$ cat src/rtl/display_serializer_pkg.sv
// Shared types and constants for the 7-segment serial display driver:
// FSM state encoding and active-high {g,f,e,d,c,b,a} segment patterns.
package display_serializer_pkg;

  typedef enum logic [1:0] {
    S_IDLE  = 2'd0,
    S_LOAD  = 2'd1,
    S_SHIFT = 2'd2,
    S_LATCH = 2'd3
  } state_t;

  localparam logic [6:0] SEG_0     = 7'h3F;
  localparam logic [6:0] SEG_1     = 7'h06;
  localparam logic [6:0] SEG_2     = 7'h5B;
  localparam logic [6:0] SEG_3     = 7'h4F;
  localparam logic [6:0] SEG_4     = 7'h66;
  localparam logic [6:0] SEG_5     = 7'h6D;
  localparam logic [6:0] SEG_6     = 7'h7D;
  localparam logic [6:0] SEG_7     = 7'h07;
  localparam logic [6:0] SEG_8     = 7'h7F;
  localparam logic [6:0] SEG_9     = 7'h6F;
  localparam logic [6:0] SEG_BLANK = 7'h00;

  // Non-decimal codes (10-15) map to a dark digit rather than a glyph.
  function automatic logic [6:0] seg_pattern(input logic [3:0] bcd);
    logic [6:0] seg;
    seg = SEG_BLANK;
    case (bcd)
      4'd0:    seg = SEG_0;
      4'd1:    seg = SEG_1;
      4'd2:    seg = SEG_2;
      4'd3:    seg = SEG_3;
      4'd4:    seg = SEG_4;
      4'd5:    seg = SEG_5;
      4'd6:    seg = SEG_6;
      4'd7:    seg = SEG_7;
      4'd8:    seg = SEG_8;
      4'd9:    seg = SEG_9;
      default: seg = SEG_BLANK;
    endcase
    return seg;
  endfunction

endpackage

$ cat src/rtl/seven_seg_decode.sv
// Combinational BCD to 7-segment decoder; blank forces every segment off.
module seven_seg_decode
  import display_serializer_pkg::*;
(
  input  logic [3:0] bcd,
  input  logic       blank,
  output logic [6:0] seg
);

  always_comb begin
    seg = SEG_BLANK;
    if (!blank) seg = seg_pattern(bcd);
  end

endmodule

$ cat src/rtl/display_serializer.sv
// Serial driver for a chain of 7-segment+DP shift-register digits: snapshot,
// decode, shift out MSD first on serial_out/clk_out, then pulse latch_out.
module display_serializer
  import display_serializer_pkg::*;
#(
  parameter int NUM_DIGITS   = 6,
  parameter int CLK_DIV      = 1,
  parameter int AUTO_REFRESH = 0,
  parameter int LZ_BLANK     = 0
) (
  input  logic                    clk,
  input  logic                    reset_n,
  input  logic                    en,
  input  logic                    start,
  input  logic [4*NUM_DIGITS-1:0] digits_bcd,
  input  logic [NUM_DIGITS-1:0]   dp,
  output logic                    busy,
  output logic                    frame_done,
  output logic                    serial_out,
  output logic                    clk_out,
  output logic                    latch_out,
  output state_t                  fsm_state
);

  localparam int BITS = 8 * NUM_DIGITS;
  localparam int CW   = $clog2(BITS + 1);
  localparam int DW   = (CLK_DIV > 1) ? $clog2(CLK_DIV) : 1;

  // Handshake: start is sampled only in IDLE (never queued); busy is high from
  // LOAD through LATCH; frame_done marks the single IDLE cycle after LATCH, and a
  // start seen in that same cycle launches the next frame immediately.
  state_t          state_q, state_d;
  logic [DW-1:0]   div_q;
  logic [CW-1:0]   bit_q;
  logic            phase_q;
  logic [BITS-1:0] sreg_q;
  logic            done_q;
  logic            div_last;
  logic            bit_last;

  logic [NUM_DIGITS-1:0] blank;
  logic [6:0]            seg [NUM_DIGITS];
  logic [BITS-1:0]       frame_word;

  assign div_last = (div_q == DW'(CLK_DIV - 1));
  assign bit_last = (bit_q == CW'(BITS - 1));

  // Leading-zero run from the MSD; digit 0 is never part of it.
  always_comb begin
    logic lead;
    lead  = 1'b1;
    blank = '0;
    if (LZ_BLANK != 0) begin
      for (int i = NUM_DIGITS - 1; i > 0; i--) begin
        lead     = lead && (digits_bcd[4*i +: 4] == 4'd0);
        blank[i] = lead;
      end
    end
  end

  for (genvar i = 0; i < NUM_DIGITS; i++) begin : g_digit
    seven_seg_decode u_dec (
      .bcd   (digits_bcd[4*i +: 4]),
      .blank (blank[i]),
      .seg   (seg[i])
    );
    assign frame_word[8*i +: 8] = {dp[i] & ~blank[i], seg[i]};
  end

  always_ff @(posedge clk or negedge reset_n) begin
    if (!reset_n) state_q <= S_IDLE;
    else          state_q <= state_d;
  end

  always_comb begin
    state_d = state_q;
    unique case (state_q)
      S_IDLE:  if ((AUTO_REFRESH != 0) || start) state_d = S_LOAD;
      S_LOAD:  state_d = S_SHIFT;
      S_SHIFT: if (phase_q && div_last && bit_last) state_d = S_LATCH;
      S_LATCH: if (div_last) state_d = S_IDLE;
      default: state_d = S_IDLE;
    endcase
  end

  // sreg_q[BITS-1] is the bit on the wire; it advances when a high phase ends,
  // so the new bit appears on the first low cycle of the next bit period.
  always_ff @(posedge clk or negedge reset_n) begin
    if (!reset_n) begin
      div_q   <= '0;
      bit_q   <= '0;
      phase_q <= 1'b0;
      sreg_q  <= '0;
      done_q  <= 1'b0;
    end else begin
      done_q <= (state_q == S_LATCH) && div_last;
      unique case (state_q)
        S_LOAD: begin
          sreg_q  <= en ? frame_word : '0;
          div_q   <= '0;
          bit_q   <= '0;
          phase_q <= 1'b0;
        end
        S_SHIFT: begin
          if (div_last) begin
            div_q   <= '0;
            phase_q <= ~phase_q;
            if (phase_q) begin
              bit_q  <= bit_q + CW'(1);
              sreg_q <= {sreg_q[BITS-2:0], 1'b0};
            end
          end else begin
            div_q <= div_q + DW'(1);
          end
        end
        S_LATCH: div_q <= div_last ? '0 : div_q + DW'(1);
        default: begin
          div_q   <= '0;
          bit_q   <= '0;
          phase_q <= 1'b0;
        end
      endcase
    end
  end

  assign busy       = (state_q != S_IDLE);
  assign clk_out    = (state_q == S_SHIFT) && phase_q;
  assign latch_out  = (state_q == S_LATCH);
  assign serial_out = (state_q == S_SHIFT) && sreg_q[BITS-1];
  assign frame_done = done_q;
  assign fsm_state  = state_q;

endmodule

$ cat config.mk
export PLATFORM = sky130hd
export DESIGN_NAME = display_serializer
export DESIGN_NICKNAME = d
export VERILOG_FILES = /design/src/rtl/display_serializer_pkg.sv /design/src/rtl/seven_seg_decode.sv /design/src/rtl/display_serializer.sv
export SDC_FILE = /design/constraint.sdc
export NUM_CORES = 1
export LEC_CHECK = 0
export ABC_CLOCK_PERIOD_IN_PS = 1900
export BUFFER_PORTS_ARGS = -buffer_cell sky130_fd_sc_hd__buf_2
export CELL_PAD_IN_SITES_DETAIL_PLACEMENT = 0
export CELL_PAD_IN_SITES_GLOBAL_PLACEMENT = 1
export CORE_AREA = 3 3 96 116
export DETAILED_ROUTE_END_ITERATION = 6
export DIE_AREA = 0 0 99 119
export PLACE_DENSITY = 0.82
export SLEW_MARGIN = 25
export SYNTH_ARGS = -nofsm -noshare
export SYNTH_HDL_FRONTEND = slang
export SYNTH_HIERARCHICAL = 1
export SYNTH_SLANG_ARGS = --single-unit
$ cat constraint.sdc
create_clock -name clk -period 1.9 [get_ports clk]
set_input_delay 0.285 -clock clk [delete_from_list [all_inputs] [get_ports clk]]
set_output_delay 0.285 -clock clk [all_outputs]
set_load 0.03 [all_outputs]
==> metrics.txt, run 1 <==
status=finished clean; final period utilization=between 90% and 100%; wire length per cell=between 10 and 15 um; cell taking the most area after synthesis=dfrtp_1; Clock power frac=roughly 28%; CTS tree=built; Final Non-Filler Cells=between 600 and 700; GPL Wtd Cong=approximately 0.81; mux share of post-synthesis cell area=3.49%; hold path start=dp[2]; CP required=roughly 1.6 ns; clk slew on worst S/H paths=approximately 0.050 ns; number of primary I/O pins=about 40; Row Count=40; Yosys cell types=45; simple-gate share of the synthesized area=~18%; leakage power total=~0.0023 uW; maximum ir drop on the vdd rail=between 700 and 800 uV; IO Port Bufs=40; Die Y=~120 um; final setup fails=0; final setup margin=approximately 0.088 ns; Antenna Cells=0; Max Cap Viol=0; Via Count=about 3400; detailed-route wire length=between 8 and 9 mm; Starting Density=40.6%; Max Freq=552 MHz; worst min path class=primary input to flop; Post-Synth Adder-Cell Area=between 10% and 20%; # clock sinks=58; met2 wire len=between 4 and 5 mm; total gr overflow=0; H-tree lvl count=3; DRT iter0 DRCs=166; compound-gate portion of the synthesized area=approximately a quarter; DR top layer=met4; CTS Buf Count=9; largest net degree at the start of global routing=between 60 and 70; sequential share of power=between 30 and 40%; register area share after synthesis=between 30% and 40%; setup TNS=0 ns; Avg Inst Size Synth=about 8.8 um2; Bufs and invs on worst path=2; final slew viol count=0; switching share of power=a little under two fifths; Logic pwr share=37.7%; Switch Pwr=2220 uW; root buffer cell=clkbuf_16; critical path arrival=~1.5 ns; largest family of logic cells by synthesized area=compound AO/OA/AOI/OAI gates; all-layer global routing usage=15.2%; kind of critical path=flop to output port; fin nets=615; most common cell in the netlist=dfrtp_1; Post-synth EDFFs=0; Crit. Startpoint=fsm_state[0]$_DFFE_PN0P_; DP Worst Slack=slightly above 0.08 ns; worst r2r src=fsm_state[0]$_DFFE_PN0P_; DRT antenna net count=0; Crit path max-delay family=flip-flops; met3 WL=between 200 and 250 um; fin crit period=approximately 1.8 ns; Crit path largest cell delay=approximately 0.43 ns; detailed placer's ending HPWL=between 6 and 7 mm; Die ar.=11800 um2; cells after synthesis=around 470; layout overhead on the synthesized area=20.0%; clk_lat worst skew=0.32 ns; Internal Pwr Total=between 3000 and 4000 uW; Synth Flop Type=dfrtp_1; asr flop ratio synth=100%; Core Area=approximately 10000 um2; placed cells=roughly 660; pwr dens=1200 nW/um2; RSZ-0062 raised after global routing=false; Worst Clk Skew=roughly 0.0076 ns; initial antenna violation count=0; final-report hold violation count=0; M1 WL=between 4 and 5 mm; CP Max Fanout=7; Area contributors post-synth=dfrtp_1 36%, ha_1 11%, a22oi_1 8.3%; DR pass1 iterations=4; Yosys Warn Count=6; Syn Std Cell Area=around 4100 um2; drt via density=between 5 and 6; critical path, cell by cell=inv_1 > ha_4 > and2_2 > buf_2; CP endpoint kind=output port; xor and xnor area share after synthesis=under 10%; CP startpoint kind=flop; power consumption=just under 6000 uW; Synth Register Bits=58; DP Area=~4600 um2; most frequent cells after synthesis=58 x dfrtp_1, 52 x nand2_1, 50 x o21ai_0; Synth top area share=between 30% and 40%; CP max stage cell=dfrtp_2; first-pass GRT wire length=~15 mm; Longest Clk Path Bufs=2; Die Width=99 um; layout cells sized above 1=~15%; vias in the first global route=approximately 3200; drc violations=0; fin area=4900 um2
## power by group through the flow
stage               logic, uW  clock network [uW]  registers [uW]
finish                   2210                1630            2020
CTS                      2190                1670            2020
detailed placement       2180                   0            2030
global route             2530                1720            2080
global placement         2120                   0            2000
floorplan                1600                   0            2010
## layout by cell type, fill, tap and decap left out, drive strengths merged, types with 13 or more instances in the layout
| master | instances |
|---|---|
| a22oi | 45 |
| buf | 48 |
| clkbuf | 13 |
| conb | 48 |
| dfrtp | 58 |
| ha | 36 |
| inv | 22 |
| nand2 | 52 |
| nand2b | 24 |
| nor2 | 24 |
| o21ai | 57 |
| o22ai | 18 |
| or2 | 17 |
## repair_timing
| item | CTS | global route |
|---|---|---|
| hold buffers | 1 | 0 |
| endpoints found under the hold margin | 58 | 0 |
| buffers inserted | 0 | 0 |
| setup endpoints to repair | 0 | 17 |
| resized for setup | 0 | 3 |
## registers in the layout, summed over array words and instances, names as in the netlist
name and flops:
sreg_q 48, frame_done 1, fsm_state 2, bit_q 6, phase_q 1
## routing by layer
layer  up-vias  global-route usage, %
met5         -                      0
met4         0                   6.15
met3         7                   2.46
met2        46                   25.0
met1      1570                   19.6
li1       1753                      -
## final timing paths
check / cells past startpoint / slack (ns) / end
hold reg to reg: 2 / 0.48 / sreg_q[37]$_DFFE_PN0P_
hold / removal: 3 / 0.28 / sreg_q[23]$_DFFE_PN0P_
setup / recovery: 4 / 0.09 / clk_out
max in group asynchronous: 3 / 1.13 / sreg_q[35]$_DFFE_PN0P_
min in group asynchronous: 3 / 0.48 / sreg_q[2]$_DFFE_PN0P_
setup reg to reg: 6 / 0.14 / bit_q[4]$_DFFE_PN0P_
## cell families (layout without fill, tap and decap cells)
logic type	Yosys count	count (layout)
AO/OA/AOI/OAI	158	158
XOR/XNOR	6	6
adder cells (fa/ha/maj)	36	36
buffers and inverters	50	86
flip-flops	58	58
multiplexers	14	14
other	1	48
AND/OR/NAND/NOR	143	143
## final cells by class
cell class	instances	area [um2]
Clock inverter	2	35.0
Clock buffer	13	270
Inverter	22	82.6
Timing Repair Buffer	49	308
Fill cell	955	5160
Multi-Input combinational cell	405	2600
Sequential cell	58	1450
Tap cell	126	158
## per-stage QoR
stage                     utilization (%)  hold WS [ns]
after floorplan                         -       -0.0106
after global placement               45.4         0.314
final                                48.7         0.278
after detailed placement             45.4         0.312
after CTS                            48.6         0.273
after global routing                 48.7         0.298
## tightest hold or removal path: cells and delay by family
kind	cells	cell delay [ns]
AO/OA/AOI/OAI	2	0.19
buffers and inverters	1	0.08
Power figures use the tool's default switching activity.
==> inputs of run 2 (changes only) <==
--- a/config.mk
+++ b/config.mk
@@ -6,7 +6,7 @@
 export NUM_CORES = 1
 export LEC_CHECK = 0
 export ABC_CLOCK_PERIOD_IN_PS = 1900
-export BUFFER_PORTS_ARGS = -buffer_cell sky130_fd_sc_hd__buf_2
+export BUFFER_PORTS_ARGS = -buffer_cell sky130_fd_sc_hd__buf_4
 export CELL_PAD_IN_SITES_DETAIL_PLACEMENT = 0
 export CELL_PAD_IN_SITES_GLOBAL_PLACEMENT = 1
 export CORE_AREA = 3 3 96 116
==> run 2 against run 1 <==
  * Die area is the same
  * Combinational power grew 9%
  * Clock power grew 14%
  * Critical path type unchanged
==> metrics.txt, run 2 (synthesis results as in run 1) <==
CP max stage cell=dfrtp_2; WHS=0.279 ns (+0.00125 ns); Starting Density=40.6% (unchanged); initial antenna violation count=0 (unchanged); Post-CTS Setup Inserts=0 (unchanged); Die ar.=11800 um2 (unchanged); Row Count=40 (unchanged); Longest Clk Path Bufs=2 (unchanged); final slew viol count=0 (unchanged); sequential share of power=32.2% (-2.2 points); fin crit period=1.80 ns (-0.00745 ns); R2R cell count=6 (unchanged); final-report hold violation count=0 (unchanged); detailed placer's ending HPWL=6.33 mm (+3.9%); # clock sinks=58 (unchanged); placed cells=660 (+0.15%); GPL Wtd Cong=0.850 (+4.6%); Reg area=1450 um2 (unchanged); all-layer global routing usage=15.7% (+0.57 points); first-pass GRT wire length=15.5 mm (+4.9%); Core Area=10100 um2 (unchanged); worst r2r src=fsm_state[0]$_DFFE_PN0P_; RSZ-0062 raised after global routing=false; CP required=1.62 ns (about the same); clk_lat worst skew=0.32 ns (about the same); Logic pwr share=38.2% (+0.5 points); detailed-route wire length=8.96 mm (+5.1%); number of primary I/O pins=41 (unchanged); Via Count=3433 (+1.7%); setup TNS=0 ns (unchanged); Final Non-Filler Cells=678 (+0.44%); Max Cap Viol=0 (unchanged); Global Route met2 Usage=26.5% (+1.5 points); switching share of power=37.1% (-0.79 points); Switch Pwr=2330 uW (+4.6%); flop2flop setup slack=0.11 ns (-0.03 ns); commonest cells after routing, fill and taps aside=56 x dfrtp_1, 52 x nand2_1, 50 x o21ai_0; fin area=5070 um2 (+3.4%); largest net degree at the start of global routing=83 (+32%); CP startpoint kind=flop; DRT iter0 DRCs=176 (+6.0%); GR Util met1=20.1% (+0.47 points); fin nets=617 (+0.33%); critical path arrival=1.52 ns (about the same); area of the multi-input gates=2590 um2 (-0.19%); Largest register FFs=48 (unchanged); CP Max Fanout=10 (+3); DP Area=4680 um2 (+2.4%); layout cells sized above 1=15.6% (+0.46 points); Die Y=119 um (unchanged); clk slew on worst S/H paths=0.05 ns (about the same); critical path, cell by cell=inv_1 > ha_4 > and2_2 > buf_4; Clock power frac=29.6% (+1.8 points); CTS tree=built; maximum ir drop on the vdd rail=714 uV (-5.1%); Internal Pwr Total=3940 uW (+8.2%); Antenna Cells=0 (unchanged); DR pass1 iterations=4 (unchanged); root buffer cell=clkbuf_16; vias in the first global route=3417 (+6.9%); R2R Path End=bit_q[4]$_DFFE_PN0P_; kind of critical path=flop to output port; commonest non-fill, non-tap cell in the layout=dfrtp_1; leakage power total=0.00233 uW (+2.4%); Crit path largest cell delay=0.44 ns (about the same); CP endpoint kind=output port; CP endpoint=clk_out; hold path start=dp[4]; DRT antenna net count=0 (unchanged); Fill cells=941 (-1.5%); CTS Buf Count=9 (unchanged); wire length per cell=13.2 um (+4.6%); total gr overflow=0 (unchanged); Max Freq=554 MHz (+0.41%); final period utilization=95.0% (-0.39 points); Die Width=99 um (unchanged); Reg with most FFs=sreg_q; status=finished clean; gr busiest metal=met2; H-tree lvl count=3 (unchanged); Worst Clk Skew=0.00859 ns (+0.000957 ns); drt via density=5.06 (+1.2%); drc violations=0 (unchanged); worst min path class=primary input to flop; final setup fails=0 (unchanged); IO Port Bufs=40 (unchanged); Crit. Startpoint=fsm_state[0]$_DFFE_PN0P_; pwr dens=1240 nW/um2 (+3.4%); layout overhead on the synthesized area=24.0%; grt met3 use=3.46% (+1.0 points)
[run 2: changes by cell type in the layout (fill, tap and decap cells not counted), sizes merged]
cell and change:
bufinv +2, buf +1, clkinvlp +2, inv +1, clkinv -1, clkbuf -2
[run 2: power by group through the flow]
stage	registers, uW	clock network, uW	logic [uW]
final	2020	1860	2400
after global routing	2070	1960	2730
after CTS	2010	1880	2280
after detailed placement	2020	0	2270
after global placement	2000	0	2200
after floorplan	2010	0	1600
[run 2: metal layers]
layer | part of all wire (%) | wire length, um
met2 | 50 | 4500
met4 | 1.3 | 117
met1 | 46 | 4080
met5 | 0 | 0
met3 | 2.9 | 261
[run 2: what timing repair did]
| item | 4_1_cts | 5_1_grt |
|---|---|---|
| resized for setup | 0 | 2 |
| hold buffers | 1 | 0 |
| setup endpoints to repair | 0 | 38 |
| hold endpoints to repair | 32 | 0 |
[run 2: worst min path at each step]
stage / end / depth (start not counted)
after floorplan: bit_q[0]$_DFFE_PN0P_ / 0
after global placement: sreg_q[42]$_DFFE_PN0P_ / 1
after detailed placement: sreg_q[43]$_DFFE_PN0P_ / 1
after CTS: sreg_q[39]$_DFFE_PN0P_ / 3
after global routing: sreg_q[23]$_DFFE_PN0P_ / 3
final: sreg_q[39]$_DFFE_PN0P_ / 3
[run 2: layout make-up]
| cell class | count | share of cell area [%] |
|---|---|---|
| timing repair buffer | 51 | 8.69 |
| tap | 126 | 3.11 |
| multi-input combinational | 405 | 51.1 |
| clock buffer | 10 | 4.52 |
| sequential | 58 | 28.7 |
| clock inverter | 6 | 2.25 |
| inverter | 22 | 1.63 |
[run 2: worst max-delay path: cells and delay by family (launching register included)]
| kind | cells | cell delay (ns) |
|---|---|---|
| adder cells (fa/ha/maj) | 1 | 0.22 |
| buffers and inverters | 2 | 0.34 |
| AND/OR/NAND/NOR | 1 | 0.20 |
| flip-flops | 1 | 0.44 |
[run 2: stage by stage]
| stage | util, % | worst slack, ns | total power [uW] |
|---|---|---|---|
| after floorplan | - | 0.0121 | 3610 |
| after global placement | 46.5 | 0.107 | 4210 |
| after detailed placement | 46.5 | 0.0423 | 4300 |
| after CTS | 50.0 | 0.0387 | 6170 |
| after global routing | 50.4 | 0.0244 | 6760 |
| final | 50.4 | 0.0958 | 6270 |
